File: src/rtl/regfile_mp_if.sv
// regfile_mp_if: read/write bus of the multi-port register file.
// Flat per-port vectors: read port i uses rs[i*AW +: AW] / rdata[i*XLEN +: XLEN],
// write port j uses rd[j*AW +: AW] / wdata[j*XLEN +: XLEN] / we[j].
interface regfile_mp_if #(
    parameter int XLEN      = 32,
    parameter int NREGS     = 32,
    parameter int NUM_READ  = 2,
    parameter int NUM_WRITE = 1
);
    localparam int AW = $clog2(NREGS);

    logic [NUM_READ*AW-1:0]    rs;
    logic [NUM_READ*XLEN-1:0]  rdata;
    logic [NUM_WRITE*AW-1:0]   rd;
    logic [NUM_WRITE-1:0]      we;
    logic [NUM_WRITE*XLEN-1:0] wdata;
    logic                      busy;

    // decode/writeback side
    modport master (output rs, rd, we, wdata, input rdata, busy);
    // register file side
    modport slave  (input rs, rd, we, wdata, output rdata, busy);
endinterface

File: src/rtl/regfile_mp.sv
// regfile_mp: parametrised multi-port integer register file.
// After reset the array is cleared one register per clock (busy high, reads 0,
// writes ignored), then normal operation starts. Reads are combinational.
// Optional macro REGFILE_BYPASS_EN: forward same-cycle write data to matching
// read ports (highest write port wins), removing the writeback-to-decode hazard.
module regfile_mp #(
    parameter int XLEN      = 32,
    parameter int NREGS     = 32,
    parameter int NUM_READ  = 2,
    parameter int NUM_WRITE = 1,
    parameter int ZERO_REG  = 1
) (
    input  logic          clk,
    input  logic          rst,
    regfile_mp_if.slave   bus
);
    localparam int AW = $clog2(NREGS);
    localparam bit ZR = (ZERO_REG != 0);

    typedef enum logic {CLEAR = 1'b0, RUN = 1'b1} state_t;

    state_t          state_q, state_d;
    logic [AW-1:0]   clr_idx_q, clr_idx_d;

    // storage has no reset; the CLEAR sequence zeroes it
    logic [XLEN-1:0] regs [NREGS];

    logic [NUM_WRITE-1:0][AW-1:0]   wr_addr;
    logic [NUM_WRITE-1:0][XLEN-1:0] wr_data;
    logic [NUM_WRITE-1:0]           wen;

    // unpack write ports; writes to reg 0 are dropped when it is hardwired
    for (genvar j = 0; j < NUM_WRITE; j++) begin : g_wr
        assign wr_addr[j] = bus.rd[j*AW +: AW];
        assign wr_data[j] = bus.wdata[j*XLEN +: XLEN];
        assign wen[j]     = bus.we[j] && !(ZR && (wr_addr[j] == '0));
    end

    // state and clear counter; rst restarts the clear from index 0
    always_ff @(posedge clk or posedge rst) begin
        if (rst) begin
            state_q   <= CLEAR;
            clr_idx_q <= '0;
        end else begin
            state_q   <= state_d;
            clr_idx_q <= clr_idx_d;
        end
    end

    // next state: walk every index once, leave CLEAR on the last one
    always_comb begin
        state_d   = state_q;
        clr_idx_d = clr_idx_q;
        if (state_q == CLEAR) begin
            clr_idx_d = clr_idx_q + 1'b1;
            if (clr_idx_q == AW'(NREGS - 1))
                state_d = RUN;
        end
    end

    assign bus.busy = (state_q == CLEAR);

    // array update: clear one entry per clock, else commit writes in port
    // order so the highest port index wins an address collision
    always_ff @(posedge clk) begin
        if (state_q == CLEAR) begin
            regs[clr_idx_q] <= '0;
        end else begin
            for (int j = 0; j < NUM_WRITE; j++)
                if (wen[j])
                    regs[wr_addr[j]] <= wr_data[j];
        end
    end

    // read ports
    for (genvar i = 0; i < NUM_READ; i++) begin : g_rd
        logic [AW-1:0]   ra;
        logic [XLEN-1:0] val;

        assign ra = bus.rs[i*AW +: AW];

        // array read, forced to 0 during clear and for hardwired reg 0
        always_comb begin
            val = '0;
            if (state_q == RUN && !(ZR && (ra == '0))) begin
                val = regs[ra];
`ifdef REGFILE_BYPASS_EN
                // later ports override earlier ones, matching write priority
                for (int j = 0; j < NUM_WRITE; j++)
                    if (wen[j] && (wr_addr[j] == ra))
                        val = wr_data[j];
`endif
            end
        end

        assign bus.rdata[i*XLEN +: XLEN] = val;
    end
endmodule

File: src/flat_wrapper.sv
// flat-port wrapper written by rule: the top's interface ports become plain ports
module regfile_mp_flat 
#(
    parameter int XLEN      = 32,
    parameter int NREGS     = 32,
    parameter int NUM_READ  = 2,
    parameter int NUM_WRITE = 1,
    parameter int ZERO_REG  = 1
)
  (clk, rst, bus_rs, bus_rd, bus_we, bus_wdata, bus_rdata, bus_busy);
  regfile_mp_if #(.XLEN(XLEN), .NREGS(NREGS), .NUM_READ(NUM_READ), .NUM_WRITE(NUM_WRITE)) bus_i ();
  input  logic clk;
  input  logic rst;
  input wire logic [$bits(bus_i.rs)-1:0] bus_rs;
  input wire logic [$bits(bus_i.rd)-1:0] bus_rd;
  input wire logic [$bits(bus_i.we)-1:0] bus_we;
  input wire logic [$bits(bus_i.wdata)-1:0] bus_wdata;
  output wire logic [$bits(bus_i.rdata)-1:0] bus_rdata;
  output wire logic [$bits(bus_i.busy)-1:0] bus_busy;
  assign bus_i.rs = bus_rs;
  assign bus_i.rd = bus_rd;
  assign bus_i.we = bus_we;
  assign bus_i.wdata = bus_wdata;
  assign bus_rdata = bus_i.rdata;
  assign bus_busy = bus_i.busy;
  regfile_mp #(.XLEN(XLEN), .NREGS(NREGS), .NUM_READ(NUM_READ), .NUM_WRITE(NUM_WRITE), .ZERO_REG(ZERO_REG)) u_core (.clk(clk), .rst(rst), .bus(bus_i));
endmodule
File: config.mk
export PLATFORM = sky130hd
export DESIGN_NAME = regfile_mp_flat
export DESIGN_NICKNAME = d
export VERILOG_FILES = /design/src/rtl/regfile_mp_if.sv /design/src/rtl/regfile_mp.sv /design/src/flat_wrapper.sv
export SDC_FILE = /design/constraint.sdc
export NUM_CORES = 1
export LEC_CHECK = 0
export CORE_MARGIN = 2
export CORE_UTILIZATION = 40
export DETAILED_ROUTE_END_ITERATION = 16
export PLACE_DENSITY_LB_ADDON = 0.15
export SLEW_MARGIN = 10
export SYNTH_ARGS = -nofsm -noshare
export SYNTH_HDL_FRONTEND = slang
export SYNTH_SLANG_ARGS = --single-unit
export TNS_END_PERCENT = 50
File: constraint.sdc
create_clock -name clk -period 4.8 [get_ports clk]
set_input_delay 1.44 -clock clk [delete_from_list [all_inputs] [get_ports clk]]
set_output_delay 1.44 -clock clk [all_outputs]
set_load 0.01 [all_outputs]
==> results.yml, run 1 <==
status:
  status: "finished with violations"
  failed_checks: "negative setup slack"
setup_path:
  crit_path_end_kind: "output port"
  cp_slowest_cell: "or3b_4"
  crit_path_max_incr_delay_ns: 0.45
  critical_path_class: "in -> out"
  cp_top_family: "buffers and inverters"
  crit_chain: "buf_16 > buf_6 > or3b_4 > buf_6 > buf_12 > o221ai_4 > a21oi_2 > a211oi_2 > buf_4 > buf_6"
  cp.required_ns: 3.36
  path_common_cell: "buf_6"
  critPathBufInv: 6
  arrival_ns: 3.41
  critPathLaunchType: "primary input"
  crit_fanout: 10
synth:
  synth_top_family_by_area: "multiplexers"
  netlist-cell-type-count: 52
  syn_area_sq_um: 48400
  synth-simple-area-share_pct: 2.32
  synth_xor_area_share_pct: 0.0543
  yosysWarnings: 0
  avgSynthCellArea_sq_um: 18.9
  synth_edf_count: 1024
  synth_nets: 2608
  synth_fa_ha_area_share_pct: 0.0517
  ys.flop_type: "edfxtp_1"
  seq_area_frac_synth_pct: 63.8
  synth.area.mux_share_pct: 26.4
  synth_cells: 2556
  synth-compound-area-share_pct: 5.14
  ys_ff_latch: 1030
  async_flop_share_pct: 0.583
power_and_ir_drop:
  p_total_mw: 21.0
  power.leakage_nw: 22.1
  power_density_nw_per_um2: 346
  vdd_ir_drop_max_mv: 0.337
die:
  ioPinCount: 115
  initial_core_util_pct: 40.4
  coreArea_sq_um: 120000
  std_cell_rows: 127
  die_h_microns: 352
  dieArea_sq_um: 124000
  die_w_microns: 352
timing:
  clock-skew-final_ns: 0.0211
  maxSlewViolCount: 0
  period_share_pct: 101
  relSlewSlack_pct: 30.0
  layout_setup_ws_ns: -0.0465
  setup_violations: 9
  worst_slew_pin_slew_ns: 1.05
  min_period_ns: 4.85
  report.final.hold_viol_count: 0
  rsz0062_at_grt: "yes"
  fmax_mhz: 206
cells_and_area:
  final_common_cell: "edfxtp_1"
  instances_no_fill: 4760
  diodes: 0
  area_growth_pct: 25.4
  fin_nets: 3103
  drive_gt1_share_pct: 41.3
  layout_common_cells: "edfxtp_1, mux4_2, mux2i_1, buf_4, buf_12"
cts:
  cts.clk_slew.worst_paths_ns: 0.06
  cts_buffers: 112
  clock_latency_ns: 0.72
  cts_tree: "built"
  clockRootBuffer: "clkbuf_16"
  clock_path_buffers: 3
  cts_hold_buffers: 0
  h-tree-depth: 3
  clock-sinks: 1030
placement:
  routabilityCongestion: 0.850
  place.port_buffers: 114
  dp.final_hpwl_microns: 102000
  dp.cells: 4490
worst_hold_path:
  hold_class: "reg -> reg"
drt:
  wl_per_cell_microns: 35.3
  drt-vias-per-instance: 6.34
  first_iter_violations: 3946
  routed-via-count: 30200
  wl_microns: 168000
  drc_errors: 0
  postRouteAntennaNets: 0
  firstDrtPassIters: 6
global_routing:
  grt_pass1_wl_microns: 235000
  overflow: 0
  antenna_found_initial: 3
  globalRouteTotalUtil_pct: 26.7
  grt_pass1_vias: 30800
  grt_max_degree: 37
job:
  maxCapViolCount: 0
-- layout make-up --
type | instances | area [sq um]
Inverter | 7 | 26.3
Sequential cell | 1030 | 30900
Clock buffer | 132 | 2940
Multi-Input combinational cell | 1311 | 17500
Clock inverter | 79 | 858
Fill cell | 9662 | 59200
Timing Repair Buffer | 589 | 6500
Tap cell | 1612 | 2020
-- metrics by stage --
stage	area (sq um)	utilization (%)	worst slack [ns]	TNS, ns	hold slack [ns]
after floorplan	48400	-	0.368	0	0.523
after global placement	55300	46.1	-0.855	-34.62	0.565
after detailed placement	55300	46.1	-0.812	-34.94	0.573
after CTS	60300	50.2	-0.0631	-0.373	0.586
after global routing	60700	50.6	-0.0650	-0.499	0.625
final	60700	50.6	-0.0465	-0.145	0.583
-- final timing paths --
| kind | startpoint | end | slack [ns] | cells after the start |
|---|---|---|---|---|
| worst min-delay path | u_core.clr_idx_q[0] | u_core.clr_idx_q[0] | 0.58 | 1 |
| worst max-delay path | bus_rs[6] | bus_rdata[52] | -0.05 | 10 |
| min in group asynchronous | rst | u_core.clr_idx_q[2] | 0.95 | 2 |
| worst min register to register | u_core.clr_idx_q[0] | u_core.clr_idx_q[0] | 0.58 | 1 |
| max in group asynchronous | rst | u_core.clr_idx_q[4] | 3.66 | 2 |
| worst max register to register | u_core.state_q | u_core.regs[6][4] | 2.08 | 6 |
-- state kept, by name, indices dropped and copies added (netlist names) --
name,cells
u_core.clr_idx_q,5
u_core.regs,1024
u_core.state_q,1
-- where the power goes --
group          switching [mW]  leakage, nW  internal [mW]  total (mW)
clock network            3.65         1.86           5.29        8.94
registers             0.00472         10.7           9.92        9.92
logic                    1.15         9.50          0.969        2.12
total                    4.81         22.1           16.2        21.0
-- cells in the mapped netlist (2+ instances only) --
cell type / n / area [sq um]
o221ai_1: 89 / 780
nor2b_1: 8 / 50.1
a211oi_2: 11 / 138
mux4_2: 388 / 8740
a31oi_1: 3 / 18.8
nor3b_1: 2 / 15.0
buf_12: 2 / 40.0
a221oi_2: 22 / 330
nand3_1: 49 / 245
inv_1: 7 / 26.3
o32a_1: 4 / 40.0
nor3_1: 3 / 15.0
dfrtp_1: 6 / 150
nand4_1: 7 / 43.8
buf_2: 98 / 490
nand2_1: 69 / 259
mux2i_1: 348 / 3480
a221oi_1: 10 / 87.6
nor2_1: 41 / 154
mux2_2: 41 / 462
or3_1: 2 / 12.5
mux2_4: 7 / 105
a2bb2oi_1: 34 / 298
clkbuf_1: 79 / 297
buf_1: 6 / 22.5
edfxtp_1: 1024 / 30700
nor4_1: 3 / 18.8
or3b_1: 2 / 17.5
o22a_1: 26 / 228
xnor2_1: 3 / 26.3
a22oi_1: 14 / 105
or4_1: 2 / 15.0
a211oi_1: 21 / 158
buf_6: 3 / 33.8
buf_4: 19 / 143
nand3b_1: 3 / 22.5
a21oi_1: 49 / 245
ha_1: 2 / 25.0
and2_1: 36 / 225
-- per-layer routing --
metal	GRT usage [%]	vias to the layer above	wire length (microns)
met1	37.0	16100	67800
met3	4.15	330	14300
li1	-	12000	-
met4	9.24	2	5700
met5	0	-	7
met2	42.9	1771	80100
-- cell families after synthesis --
kind of cell,count (synthesis)
xor gates and xnor gates,3
AOI/OAI and AO/OA,291
buffers and inverters,215
DFF,1030
and+or+nand+nor,231
adders and majority gates,2
muxes,784
-- timing repair --
| item | in CTS | in global routing |
|---|---|---|
| pin swaps | 31 | 17 |
| buffers inserted | 40 | 20 |
| endpoints found under the hold margin | 0 | 0 |
| resized for setup | 373 | 75 |
| cloned | 5 | 1 |
| endpoints found under the setup margin | 64 | 49 |
Power figures use the tool's default switching activity.
==> run 2: changes to the inputs <==
--- a/config.mk
+++ b/config.mk
@@ -5,6 +5,7 @@
 export SDC_FILE = /design/constraint.sdc
 export NUM_CORES = 1
 export LEC_CHECK = 0
+export CORE_ASPECT_RATIO = 1.4
 export CORE_MARGIN = 2
 export CORE_UTILIZATION = 40
 export DETAILED_ROUTE_END_ITERATION = 16
==> results.yml, run 2 (synthesis results as in run 1) <==
timing:
  maxSlewViolCount: 0
  setup_violations: 14
  fmax_mhz: 204
  layout_setup_ws_ns: -0.109
  clock-skew-final_ns: 0.0300
  report.final.hold_viol_count: 0
  relSlewSlack_pct: 21.8
  rsz0062_at_grt: "yes"
  finalSetupTns_ns: -0.637
  worst_slew_pin_slew_ns: 1.17
  min_period_ns: 4.91
  period_share_pct: 102
setup_path:
  crit_path_max_incr_delay_ns: 0.49
  crit_chain: "buf_16 > buf_12 > buf_16 > buf_4 > mux4_2 > mux2_2 > a221oi_4 > a211oi_4 > buf_4 > clkdlybuf4s15_2"
  endpoint: "bus_rdata[32]"
  critical_path_class: "in -> out"
  r2r-start: "u_core.state_q"
  crit_fanout: 9
  cp-startpoint: "bus_rs[6]"
  arrival_ns: 3.47
  critPathLaunchType: "primary input"
  worstReg2RegEnd: "u_core.regs[4][3]"
  cp_top_family: "buffers and inverters"
  r2r_slack_ns: 1.89
  cp_slowest_cell: "mux4_2"
  critical_path_depth: 10
  crit_path_end_kind: "output port"
  reg2reg_depth: 6
  cp.required_ns: 3.36
  critPathBufInv: 6
die:
  std_cell_rows: 151
  coreArea_sq_um: 121000
  die_w_microns: 298
  die_h_microns: 416
  ioPinCount: 115
  initial_core_util_pct: 40.2
  dieArea_sq_um: 124000
power_and_ir_drop:
  power_density_nw_per_um2: 338
  p_clk_share_pct: 41.1
  p_switching_mw: 4.74
  power.leakage_nw: 22.0
  p_total_mw: 20.5
  seq_power_share_pct: 48.4
  switching_share_pct: 23.1
  p_int_mw: 15.8
  power_frac_comb_pct: 10.6
  vdd_ir_drop_max_mv: 0.292
placement:
  routabilityCongestion: 0.833
  pre_cts_ws_ns: -0.675
  dp.final_hpwl_microns: 108000
  place.port_buffers: 114
cts:
  cts_buffers: 102
  h-tree-depth: 3
  clock-sinks: 1030
  cts_hold_buffers: 0
  cts.clk_slew.worst_paths_ns: 0.06
  cts_tree: "built"
  clock_path_buffers: 3
  clock_latency_ns: 0.72
  clockRootBuffer: "clkbuf_16"
drt:
  drc_errors: 0
  first_iter_violations: 3245
  drt-vias-per-instance: 6.27
  routed-via-count: 29800
  wl_per_cell_microns: 35.7
  postRouteAntennaNets: 0
  wl_microns: 170000
  firstDrtPassIters: 6
cells_and_area:
  largest_reg_flops: 1024
  largest-register: "u_core.regs"
  largestRegisters: "u_core.regs x1024, u_core.clr_idx_q x5, u_core.state_q x1"
  fin_nets: 3110
  final_common_cell: "edfxtp_1"
  area_growth_pct: 25.5
  drive_gt1_share_pct: 41.5
  layout_common_cells: "edfxtp_1, mux4_2, buf_4, mux2i_1, clkbuf_16"
global_routing:
  grt_pass1_wl_microns: 237000
  globalRouteTotalUtil_pct: 27.1
  grt_max_degree: 33
  grt_pass1_vias: 31200
  antenna_found_initial: 2
  overflow: 0
worst_hold_path:
  hold_class: "reg -> reg"
job:
  maxCapViolCount: 0
status:
  failed_checks: "negative setup slack"
  status: "finished with violations"
## run 2: worst min-delay path by stage
stage                         from                   to  slack, ns  cells past startpoint
6_report       u_core.clr_idx_q[0]  u_core.clr_idx_q[0]       0.62                      1
3_5_place_dp   u_core.clr_idx_q[0]  u_core.clr_idx_q[0]       0.61                      1
5_1_grt        u_core.clr_idx_q[0]  u_core.clr_idx_q[0]       0.66                      1
4_1_cts        u_core.clr_idx_q[0]  u_core.clr_idx_q[0]       0.62                      1
3_3_place_gp   u_core.clr_idx_q[0]  u_core.clr_idx_q[0]       0.59                      1
2_1_floorplan  u_core.clr_idx_q[0]  u_core.clr_idx_q[0]       0.52                      1
## run 2: metal layers
layer | track usage [%] | part of all wire, % | vias to the layer above
met5 | 0 | 0 | -
met4 | 10.8 | 4.0 | 0
li1 | - | - | 12000
met2 | 46.4 | 51 | 1393
met3 | 4.36 | 6.7 | 337
met1 | 34.5 | 39 | 16100
## run 2: layout make-up
type	count	area, sq um
inverters	7	26.3
clock buffers	125	2700
multi-input cells	1311	17700
repair buffers	606	6690
fillers	9889	59800
flip-flops and latches	1030	30900
diodes	1	2.50
clock inverters	69	778
well taps	1606	2010
## run 2: power by group through the flow
stage	Combinational (mW)	Clock, mW	Sequential [mW]
6_report	2.17	8.43	9.92
5_1_grt	2.26	8.88	9.92
2_1_floorplan	0.991	0	10.1
4_1_cts	2.12	8.55	9.92
3_3_place_gp	1.94	0	10.1
3_5_place_dp	1.96	0	10.1
## run 2: metrics by stage
| step | cells | area (sq um) | utilization, % | hold WS, ns |
|---|---|---|---|---|
| CTS | 4735 | 60300 | 50.0 | 0.622 |
| global route | 4754 | 60800 | 50.4 | 0.661 |
| global placement | 4483 | 55200 | 45.8 | 0.592 |
| floorplan | 2556 | 48400 | - | 0.523 |
| finish | 4755 | 60800 | 50.4 | 0.620 |
| detailed placement | 4483 | 55200 | 45.8 | 0.610 |
## run 2: repair_timing
action,4_1_cts,5_1_grt
gates resized for setup,334,89
cloned,13,2
pin swaps,27,26
endpoints found under the setup margin,64,47
buffers inserted,49,22
